**src/rtl/lap_stop_watch.sv**
```systemverilog
// Lap stopwatch: run/stop/idle control, tick prescaler, h:m:s.cs cascade and
// a first-word-fall-through lap FIFO with a sticky overflow flag.
// Handshake: run, clear, lap and lap_rd are single-cycle request pulses with
// no ready; each is acted on at the edge where it is high, or dropped when the
// current state does not accept it.
module lap_stop_watch #(
  parameter int CLK_FREQ  = 100_000_000,
  parameter int TICK_HZ   = 100,
  parameter int SEC_MAX   = 60,
  parameter int HOUR_MAX  = 24,
  parameter int LAP_DEPTH = 4
) (
  input  logic                          clk,
  input  logic                          reset,
  input  logic                          sw_mode,
  input  logic                          run,
  input  logic                          clear,
  input  logic                          lap,
  input  logic                          lap_rd,
  output logic [$clog2(TICK_HZ)-1:0]    msec,
  output logic [$clog2(SEC_MAX)-1:0]    sec,
  output logic [$clog2(SEC_MAX)-1:0]    min,
  output logic [$clog2(HOUR_MAX)-1:0]   hour,
  output logic                          tick,
  output logic                          running,
  output logic [$clog2(TICK_HZ)-1:0]    lap_msec,
  output logic [$clog2(SEC_MAX)-1:0]    lap_sec,
  output logic [$clog2(SEC_MAX)-1:0]    lap_min,
  output logic [$clog2(HOUR_MAX)-1:0]   lap_hour,
  output logic [$clog2(LAP_DEPTH):0]    lap_count,
  output logic                          lap_empty,
  output logic                          lap_full,
  output logic                          lap_ovf,
  output logic                          rollover,
  output logic [1:0]                    state_dbg
);

  localparam int PRESC = CLK_FREQ / TICK_HZ;
  localparam int PW    = (PRESC > 1) ? $clog2(PRESC) : 1;
  localparam int MW    = $clog2(TICK_HZ);
  localparam int SW    = $clog2(SEC_MAX);
  localparam int HW    = $clog2(HOUR_MAX);
  localparam int AW    = $clog2(LAP_DEPTH);
  localparam int CW    = AW + 1;
  localparam int EW    = MW + 2 * SW + HW;

  localparam logic [PW-1:0] PRESC_LAST = PW'(PRESC - 1);
  localparam logic [MW-1:0] MSEC_LAST  = MW'(TICK_HZ - 1);
  localparam logic [SW-1:0] SEC_LAST   = SW'(SEC_MAX - 1);
  localparam logic [HW-1:0] HOUR_LAST  = HW'(HOUR_MAX - 1);
  localparam logic [CW-1:0] DEPTH_C    = CW'(LAP_DEPTH);

  typedef enum logic [1:0] {
    S_IDLE = 2'd0,
    S_RUN  = 2'd1,
    S_STOP = 2'd2
  } state_t;

  state_t          state;
  state_t          state_nxt;
  logic [PW-1:0]   presc;
  logic [EW-1:0]   mem [LAP_DEPTH];
  logic [AW-1:0]   rd_ptr;
  logic [AW-1:0]   wr_ptr;
  logic [EW-1:0]   head;

  logic ctl_run, ctl_clear, enter_idle;
  logic presc_wrap, msec_wrap, sec_wrap, min_wrap, hour_wrap;
  logic lap_req, do_pop, do_push, ovf_set;

  // watch mode masks the control buttons but never the lap read
  assign ctl_run   = run & ~sw_mode;
  assign ctl_clear = clear & ~sw_mode;
  assign state_dbg = state;

  // next-state decode; run beats clear in STOP
  always_comb begin
    state_nxt = state;
    case (state)
      S_IDLE:  if (ctl_run) state_nxt = S_RUN;
      S_RUN:   if (ctl_run) state_nxt = S_STOP;
      S_STOP: begin
        if (ctl_run)        state_nxt = S_RUN;
        else if (ctl_clear) state_nxt = S_IDLE;
      end
      default: state_nxt = S_IDLE;
    endcase
  end

  assign enter_idle = (state == S_STOP) && (state_nxt == S_IDLE);

  // control FSM with registered running flag
  always_ff @(posedge clk or posedge reset) begin
    if (reset) begin
      state   <= S_IDLE;
      running <= 1'b0;
    end else begin
      state   <= state_nxt;
      running <= (state_nxt == S_RUN);
    end
  end

  assign presc_wrap = (state == S_RUN) && (presc == PRESC_LAST);
  assign msec_wrap  = presc_wrap && (msec == MSEC_LAST);
  assign sec_wrap   = msec_wrap && (sec == SEC_LAST);
  assign min_wrap   = sec_wrap && (min == SEC_LAST);
  assign hour_wrap  = min_wrap && (hour == HOUR_LAST);

  // prescaler and time cascade; tick/rollover are one-cycle strobes
  always_ff @(posedge clk or posedge reset) begin
    if (reset) begin
      presc    <= '0;
      msec     <= '0;
      sec      <= '0;
      min      <= '0;
      hour     <= '0;
      tick     <= 1'b0;
      rollover <= 1'b0;
    end else begin
      tick     <= 1'b0;
      rollover <= 1'b0;
      if (enter_idle) begin
        presc <= '0;
        msec  <= '0;
        sec   <= '0;
        min   <= '0;
        hour  <= '0;
      end else if (state == S_RUN) begin
        if (presc_wrap) begin
          presc    <= '0;
          tick     <= 1'b1;
          rollover <= hour_wrap;
          msec     <= msec_wrap ? '0 : msec + MW'(1);
          if (msec_wrap) sec  <= sec_wrap  ? '0 : sec + SW'(1);
          if (sec_wrap)  min  <= min_wrap  ? '0 : min + SW'(1);
          if (min_wrap)  hour <= hour_wrap ? '0 : hour + HW'(1);
        end else begin
          presc <= presc + PW'(1);
        end
      end
    end
  end

  // lap FIFO control: a full FIFO still accepts a push when the head pops
  assign lap_req = lap & ~sw_mode & (state != S_IDLE);
  assign do_pop  = lap_rd && (lap_count != '0);
  assign do_push = lap_req && ((lap_count != DEPTH_C) || do_pop);
  assign ovf_set = lap_req && (lap_count == DEPTH_C) && !do_pop;

  // FIFO pointers, occupancy and sticky overflow; IDLE entry flushes all
  always_ff @(posedge clk or posedge reset) begin
    if (reset) begin
      rd_ptr    <= '0;
      wr_ptr    <= '0;
      lap_count <= '0;
      lap_ovf   <= 1'b0;
    end else if (enter_idle) begin
      rd_ptr    <= '0;
      wr_ptr    <= '0;
      lap_count <= '0;
      lap_ovf   <= 1'b0;
    end else begin
      if (do_push) wr_ptr <= wr_ptr + AW'(1);
      if (do_pop)  rd_ptr <= rd_ptr + AW'(1);
      case ({do_push, do_pop})
        2'b10:   lap_count <= lap_count + CW'(1);
        2'b01:   lap_count <= lap_count - CW'(1);
        default: lap_count <= lap_count;
      endcase
      if (ovf_set) lap_ovf <= 1'b1;
    end
  end

  // lap storage captures the pre-edge field values
  always_ff @(posedge clk) begin
    if (do_push) mem[wr_ptr] <= {hour, min, sec, msec};
  end

  assign head      = mem[rd_ptr];
  assign lap_empty = (lap_count == '0);
  assign lap_full  = (lap_count == DEPTH_C);
  assign lap_msec  = lap_empty ? '0 : head[MW-1:0];
  assign lap_sec   = lap_empty ? '0 : head[MW+SW-1:MW];
  assign lap_min   = lap_empty ? '0 : head[MW+2*SW-1:MW+SW];
  assign lap_hour  = lap_empty ? '0 : head[EW-1:MW+2*SW];

endmodule

```
**config.mk**
```make
export PLATFORM = sky130hd
export DESIGN_NAME = lap_stop_watch
export DESIGN_NICKNAME = d
export VERILOG_FILES = /design/src/rtl/lap_stop_watch.sv
export SDC_FILE = /design/constraint.sdc
export NUM_CORES = 1
export LEC_CHECK = 0
export ABC_CLOCK_PERIOD_IN_PS = 2600
export CAP_MARGIN = 20
export CORE_UTILIZATION = 53
export CTS_BUF_LIST = sky130_fd_sc_hd__clkbuf_8
export DETAILED_ROUTE_END_ITERATION = 16
export PLACE_DENSITY_LB_ADDON = 0.3
export SLEW_MARGIN = 20
export SYNTH_ARGS = -nofsm -noshare
export SYNTH_HDL_FRONTEND = slang
export SYNTH_SLANG_ARGS = --single-unit
```
**constraint.sdc**
```tcl
create_clock -name clk -period 2.6 [get_ports clk]
set_input_delay 0.52 -clock clk [delete_from_list [all_inputs] [get_ports clk]]
set_output_delay 0.52 -clock clk [all_outputs]
set_load 0.03 [all_outputs]
```
After elaboration in Yosys (flattened, before gate mapping)
Memory sizes are Yosys's and may differ from the RTL's.
Index checks and enable logic that the tools add are counted.
Cells by class
  add/sub/neg operators: 9
  equality and inequality tests: 12
  muxes and demuxes: 47
  bitwise gates (word level): 5
  reductions and logical operators: 30
Operator list (number)
  $mux W6: 12
  $mux W20: 3
  $mux W7: 5
  $mux W5: 6
  $add A20 B1 Y20 const B: 1
  $eq A20 B20 Y1 const B: 1
  $reduce_bool A2 Y1: 9
  $mux W2: 8
  $add A6 B1 Y6 const B: 2
  $eq A6 B6 Y1 const B: 2
  $logic_and A1 B1 Y1: 10
  $mux W1: 10
  $reduce_and A3 Y1: 3
  $add A7 B1 Y7 const B: 1
  $eq A7 B7 Y1 const B: 1
  $eq A2 B1 Y1 const B: 3
  $pmux W2 S3: 1
  $pmux W3 S2: 1
  $reduce_bool A3 Y1: 2
  $add A5 B1 Y5 const B: 1
  $eq A5 B5 Y1 const B: 1
  $add A2 B1 Y2 const B: 2
  $and A1 B1 Y1: 4
  $eq A2 B2 Y1 const B: 2
  11 further kinds: 12
Storage, ports and cells
  register bits after elaboration: 57
  memory bits (writable): 96
  bits of input ports: 7
  logic and storage cells: 117
  memories kept: 1
Memory list
  mem: words 4, bits a word 24, read ports 1, clocked after Yosys merged registers in 0, wr ports 1, RTL line 62  | logic [EW-1:0] mem [LAP_DEPTH];

Longest topological paths before layout
Gate-level depths: netlist of run 1.
  word-level depth: 11
  gate-level depth with buffers: 9
  gate-level depth less buffers: 8

Worst setup path before layout of run 1
Ideal clock, no wire load.
  path type: register to register
  start point: register msec[4]
  end point: register min[5]
  setup time: 0.078 ns
  arrival time: 2.640 ns
  data required time: 2.522 ns
  slack: -0.118 ns
  cell stages (with the launch flop): 7
  buffers on the path: 1
  clock period less this slack: 2.718 ns
  cell sequence: dfrtp_1 > or4b_1 > or4_1 > or3_1 > buf_2 > or4_1 > a21oi_1
Between the ends
  word-level cells in the longest chain between the ends: 9
  elaborated cells between the ends (all ways): 11
  classes of those cells: eq/ne (1); mux (5); reduce/logical (5)
Ends and longest elaborated chain
  from (decl): RTL line 20  | output logic [$clog2(TICK_HZ)-1:0] msec,
  from (signal assigned): RTL line 133  | msec <= msec_wrap ? '0 : msec + MW'(1);
  $eq A7 B7 Y1 *: RTL line 104  | assign msec_wrap = presc_wrap && (msec == MSEC_LAST);
  $logic_and A1 B1 Y1 *: RTL line 104
  $logic_and A1 B1 Y1 *: RTL line 105  | assign sec_wrap = msec_wrap && (sec == SEC_LAST);
  $logic_and A1 B1 Y1: RTL line 106  | assign min_wrap = sec_wrap && (min == SEC_LAST);
  $mux W6 (2 in series): RTL line 135  | if (sec_wrap) min <= min_wrap ? '0 : min + SW'(1);
  $mux W6: RTL line 129  | if (presc_wrap) begin
  $mux W6: RTL line 128  | end else if (state == S_RUN) begin
  $mux W6: RTL line 122  | if (enter_idle) begin
  to (signal assigned): RTL line 135
  to (decl): RTL line 22  | output logic [$clog2(SEC_MAX)-1:0] min,
Every way passes the cells marked *; elsewhere a longest branch is shown, timed or not. The select of a mux whose other input is x is not followed.
A chain may end at the register's enable or synchronous reset.

Final worst setup path of run 1
  start point: register rd_ptr[0]
  end point: output port lap_msec[0]
Between the ends
  word-level cells in the longest chain between the ends: 2
Ends and longest elaborated chain
  from (decl): RTL line 63  | logic [AW-1:0] rd_ptr;
  from (signal assigned): RTL line 164  | if (do_pop) rd_ptr <= rd_ptr + AW'(1);
  $mem_v2 Z4 W24
  $mux W7: RTL line 182  | assign lap_msec = lap_empty ? '0 : head[MW-1:0];
  to (decl): RTL line 26  | output logic [$clog2(TICK_HZ)-1:0] lap_msec,
Every way passes these cells.

==> results.yml, run 1 <==
run_status:
  run_status: "finished, final reports clean"
detailed_routing:
  wire_per_inst_um: 18.01
  detailedRoute.firstIterationViolations: 308
  highest-signal-layer: "met4"
  met2RoutedLength_um: 7301
  drt-pass1-iter-count: 4
  postRouteAntennaNets: 0
  drc: 0
  wl_met1_um: 5979
  met3_wl_post_dr_um: 809
  via_count: 4600
  wl_um: 14360
  vias_per_cell: 5.772
grt:
  grt_overflow_total: 0
  grt_antenna_before_repair: 0
  grt.total_usage_pct: 24.21
  grt_start_max_net_pins: 29
  vias_in_the_first_global_route: 4694
  grt_first_pass_wirelength_um: 23640
sta:
  setup_viol: 0
  grt_setup_unrepaired: "true"
  layout_min_cycle_time_ns: 2.574
  worst_slew_margin_rel_pct: 44.99
  slew_violations: 0
  whs_ns: 0.4343
  worst_clock_skew_ns: 0.01012
  setup_total_negative_slack_ns: 0
  max_slew.worst_pin.slew_ns: 0.8251
  achievable-frequency_mhz: 388.5
  hold_viol_final: 0
  min_period_over_period_pct: 99.00
synthesis:
  synth_largest_type_area_fraction_pct: 42.83
  synth_top_cell_by_area: "sky130_fd_sc_hd__edfxtp_1"
  synth-edff-count: 96
  synth-xor-area-share_pct: 2.342
  post_synth_mux_area_share_pct: 9.091
  mappedNetlistNets: 517
  synth_area_mm2: 0.006730
  ys_top_cells_by_area: "sky130_fd_sc_hd__edfxtp_1, sky130_fd_sc_hd__dfrtp_1, sky130_fd_sc_hd__mux4_2"
  synth_top_family_by_area: "simple AND/OR/NAND/NOR gates"
  yosysWarningCount: 0
  ys_types: 50
  syn-instance-count: 500
  fraction_of_the_yosys_area_taken_by_sequential_cells_pct: 64.03
  synth_async_sr_flop_share_pct: 37.25
  synth_top_cells_by_count: "sky130_fd_sc_hd__edfxtp_1, sky130_fd_sc_hd__dfrtp_1, sky130_fd_sc_hd__nor2_1, sky130_fd_sc_hd__nand2_1, sky130_fd_sc_hd__and2_1"
  postSynth.topFlopCell: "sky130_fd_sc_hd__edfxtp_1"
  synth.ff_latch_count: 153
  avgSynthCellArea_um2: 13.46
  synth_simple_gate_area_share_pct: 15.73
  post-synth-top-count-cell: "sky130_fd_sc_hd__edfxtp_1"
  post_synth_fa_ha_maj_area_fraction_pct: 1.971
  synth_compound_area_share_pct: 5.038
floorplanning:
  fp-row-count: 40
  floorplan.die_area_mm2: 0.01315
  floorplan.die.width_um: 114.7
  ios: 66
  initial_utilization_pct: 55.11
  die_h_um: 114.7
  coreArea_mm2: 0.01221
flow_run:
  timing.max_cap.violations: 0
clock_network:
  clock_tree.buffer_depth: 2
  cts_num_sinks: 153
  cts.root.buffer_cell: "sky130_fd_sc_hd__clkbuf_8"
  hold_buffers: 0
  ctsHtreeMaxLevel: 4
  cts_tree: "done"
  clk_pin_slew_worst_paths_ns: 0.08
  worst_skew_pair.late_latency_ns: 0.45
  cts_made_buffers: 17
worst_setup_path:
  crit_arrival_ns: 2.05
  critPathLaunchType: "flip-flop"
  flop2flop_setup_slack_ns: 0.10
  critical_path_required_ns: 2.08
  rr_endpoint: "min[5]"
  crit_path_end_kind: "primary output"
  regToRegStartpoint: "msec[2]"
  worst_r2r_path_depth: 5
  crit_fanout: 13
  setup.worst_path.class: "flip-flop to primary output"
power:
  total_leakage_power_nw: 3.200
  power.ir.vdd_worst_mv: 0.7835
  power.total_w: 0.009132
  pwr_density_cell_mw_per_mm2: 1071
layout:
  drive_gt1_share_pct: 22.89
  syn_to_final_growth_pct: 26.64
  fillers: 868
  final_cells: 797
  antennaDiodeCount: 0
  design.final.nets: 633
placement:
  placement.io_buffers: 65
  place_inst: 763
  routabilityCongestion: 0.8598
  dpl.hpwl_um: 9459
worst_hold_path:
  holdCritPathClass: "input port to asynchronous set/reset pin"
## power breakdown
part           switching, W  internal, W
combinational       0.00207      0.00165
clock              0.000863      0.00113
sequential         0.000350      0.00307
total               0.00328      0.00585
## layer usage
layer	up-vias	global-route usage, %
met5	-	0
met4	0	9.524
met3	20	7.147
met2	160	40.28
met1	2312	29.91
li1	2108	-
## critical path, stage by stage, from the launching register on
cell                              delay, ns
sky130_fd_sc_hd__dfrtp_2               0.43
sky130_fd_sc_hd__buf_12                0.20
sky130_fd_sc_hd__mux4_2                0.50
sky130_fd_sc_hd__and2_1                0.19
sky130_fd_sc_hd__clkdlybuf4s15_2       0.28
## placed cells by master, fill, tap and decap left out, drive strengths merged, types with 16 or more instances in the layout
master          n
nor2           42
clkdlybuf4s50  39
and2           33
nand4          16
buf            50
dfrtp          57
o21ai          19
nand2          38
inv            18
edfxtp         96
clkbuf         18
mux4           24
nand3          18
clkdlybuf4s15  24
a21oi          16
## worst max path at each step
stage                     slack, ns      start  cells past startpoint            to
after floorplan               -0.05    msec[2]                      6        min[5]
after global placement         0.11    sw_mode                      8  lap_count[2]
after detailed placement       0.02    sw_mode                      8  lap_count[2]
after CTS                     -0.04  rd_ptr[0]                      4    lap_sec[1]
after global routing          -0.06  rd_ptr[0]                      4    lap_sec[1]
final                          0.03  rd_ptr[0]                      4   lap_msec[0]
## through the flow
stage / utilization, % / area (µm²) / setup WS [ns]
after floorplan: - / 6735 / -0.04868
after global placement: 65.54 / 8004 / 0.1130
after detailed placement: 65.54 / 8004 / 0.01780
after CTS: 69.42 / 8477 / -0.03653
after global routing: 69.80 / 8523 / -0.05735
final: 69.80 / 8523 / 0.02607
## cells by family after synthesis
kind of cell / Yosys count
AND/OR/NAND/NOR: 200
flip-flops: 153
AO/OA/AOI/OAI: 56
buffers and inverters: 32
multiplexers: 31
XOR/XNOR: 18
adder cells (fa/ha/maj): 10
## what timing repair did
action,CTS,global route
buffers inserted,0,1
resized for setup,74,4
endpoints found under the hold margin,0,0
setup endpoints to repair,26,25
cloned,0,1
## registers in the layout (all words and copies together), names as in the netlist
name,flops
mem,96
presc,20
msec,7
min,6
sec,6
hour,5
lap_count,3
rd_ptr,2
state_dbg,2
wr_ptr,2
lap_ovf,1
rollover,1
running,1
tick,1
## area by class of cell
type	instances	area, µm²	area share [%]
tap	168	210.2	2.466
clock buffer	17	234.0	2.745
timing repair buffer	116	1191	13.98
multi-input combinational	315	2312	27.13
clock inverter	15	211.5	2.481
sequential	153	4315	50.63
inverter	13	48.80	0.5725
(Power assumes the default switching activity.)
==> run 2: changes to the inputs <==
- CTS_CLUSTER_DIAMETER: unset -> 50
- SLEW_MARGIN: 20 -> 40
==> run 2 against run 1 <==
  * Global-route usage unchanged
  * Combinational power about the same
  * Utilization about the same
  * Maximum frequency is 0.24% lower
  * Hold slack lost 0.0079 ns
  * Sequential cell count stayed put
  * Register-to-register slack barely moved
  * Setup slack worse by 0.0063 ns
==> results.yml, run 2 (synthesis results as in run 1) <==
run_status:
  run_status: "finished, final reports clean"
worst_setup_path:
  crit_arrival_ns: 2.06
  regToRegStartpoint: "msec[2]"
  critical_path_required_ns: 2.08
  crit_path_end_kind: "primary output"
  critPathLaunchType: "flip-flop"
  crit_fanout: 13
  rr_endpoint: "min[5]"
  flop2flop_setup_slack_ns: 0.09
  worst_r2r_path_depth: 5
  setup.worst_path.class: "flip-flop to primary output"
power:
  total_leakage_power_nw: 3.200
  pwr_density_cell_mw_per_mm2: 1072
  power.total_w: 0.009137
  power.ir.vdd_worst_mv: 0.7789
detailed_routing:
  wire_per_inst_um: 18.11
  drt-pass1-iter-count: 4
  postRouteAntennaNets: 0
  vias_per_cell: 5.778
  met3_wl_post_dr_um: 795
  detailedRoute.firstIterationViolations: 294
  drc: 0
  via_count: 4605
  met2RoutedLength_um: 7465
  highest-signal-layer: "met4"
  wl_met1_um: 5915
  wl_um: 14440
layout:
  drive_gt1_share_pct: 23.05
  largest_register_ff_count: 96
  most-common-layout-cells: "sky130_fd_sc_hd__edfxtp_1, sky130_fd_sc_hd__dfrtp_1, sky130_fd_sc_hd__nor2_1"
  final_cells: 797
  antennaDiodeCount: 0
  syn_to_final_growth_pct: 26.70
  final-seq-area_mm2: 0.004315
  design_area_mm2: 0.008527
  multi_input_comb_area_mm2: 0.002316
  top_regs: "mem (96), presc (20), msec (7)"
  design.final.nets: 633
  fillers: 869
  registers.top_by_ff_count: "mem"
  mostFrequentLayoutCell: "sky130_fd_sc_hd__edfxtp_1"
grt:
  grt.total_usage_pct: 24.21
  grt_antenna_before_repair: 0
  vias_in_the_first_global_route: 4694
  grt_start_max_net_pins: 29
  grt_first_pass_wirelength_um: 23640
  grt_overflow_total: 0
placement:
  dpl.hpwl_um: 9459
  placement.io_buffers: 65
  place_inst: 763
  routabilityCongestion: 0.8598
  placement.setup.worst_slack_ns: 0.01780
  placement.cell_area_mm2: 0.008004
sta:
  achievable-frequency_mhz: 387.6
  max_slew.worst_pin.slew_ns: 0.6280
  worst_clock_skew_ns: 0.009011
  layout_min_cycle_time_ns: 2.580
  min_period_over_period_pct: 99.24
  grt_setup_unrepaired: "true"
  setup_total_negative_slack_ns: 0
  slew_violations: 0
  hold_viol_final: 0
  postLayoutSetupSlackWorst_ns: 0.01981
  setup_viol: 0
  worst_slew_margin_rel_pct: 57.75
clock_network:
  cts.root.buffer_cell: "sky130_fd_sc_hd__clkbuf_8"
  ctsHtreeMaxLevel: 4
  cts_made_buffers: 17
  clk_pin_slew_worst_paths_ns: 0.08
  clock_tree.buffer_depth: 2
  hold_buffers: 0
  worst_skew_pair.late_latency_ns: 0.46
  cts_tree: "done"
  cts_num_sinks: 153
floorplanning:
  initial_utilization_pct: 55.11
  floorplan.die.width_um: 114.7
  die_h_um: 114.7
  ios: 66
  coreArea_mm2: 0.01221
  floorplan.die_area_mm2: 0.01315
  fp-row-count: 40
flow_run:
  timing.max_cap.violations: 0
worst_hold_path:
  holdCritPathClass: "input port to asynchronous set/reset pin"
## run 2: repair_timing
item                       in CTS  in global routing
buffers inserted                0                  1
resized for setup              74                  4
setup endpoints to repair      26                 25
cloned                          0                  1
pin swaps                       0                  0
## run 2: critical path: stages (launching register included)
cell                              delay [ns]
sky130_fd_sc_hd__dfrtp_2                0.43
sky130_fd_sc_hd__buf_12                 0.20
sky130_fd_sc_hd__mux4_2                 0.50
sky130_fd_sc_hd__and2_1                 0.19
sky130_fd_sc_hd__clkdlybuf4s15_2        0.28
## run 2: worst max-delay path by stage
stage	endpoint	startpoint	slack [ns]
6_report	lap_msec[0]	rd_ptr[0]	0.02
5_1_grt	lap_sec[1]	rd_ptr[0]	-0.06
4_1_cts	lap_sec[1]	rd_ptr[0]	-0.04
3_5_place_dp	lap_count[2]	sw_mode	0.02
3_3_place_gp	lap_count[2]	sw_mode	0.11
2_1_floorplan	min[5]	msec[2]	-0.05
## run 2: layer usage
metal	up-vias	GRT usage, %
met1	2318	29.91
met3	19	7.147
met5	-	0
li1	2112	-
met2	156	40.28
met4	0	9.524
## run 2: power breakdown
group | total [W] | switching [W] | internal (W)
clock | 0.00200 | 0.000868 | 0.00113
combinational | 0.00372 | 0.00207 | 0.00165
sequential | 0.00342 | 0.000352 | 0.00307
total | 0.00914 | 0.00329 | 0.00585
## run 2: area by class of cell
class	instances	area share [%]
timing repair buffer	116	13.97
clock inverter	15	2.480
sequential	153	50.61
multi-input combinational	315	27.16
clock buffer	17	2.744
inverter	13	0.5723
tap	168	2.465
## run 2: through the flow
| stage | hold slack, ns | util (%) |
|---|---|---|
| after floorplan | 0.4642 | - |
| after detailed placement | 0.4922 | 65.54 |
| after global placement | 0.4843 | 65.54 |
| after global routing | 0.4638 | 69.83 |
| after CTS | 0.4244 | 69.42 |
| final | 0.4264 | 69.83 |
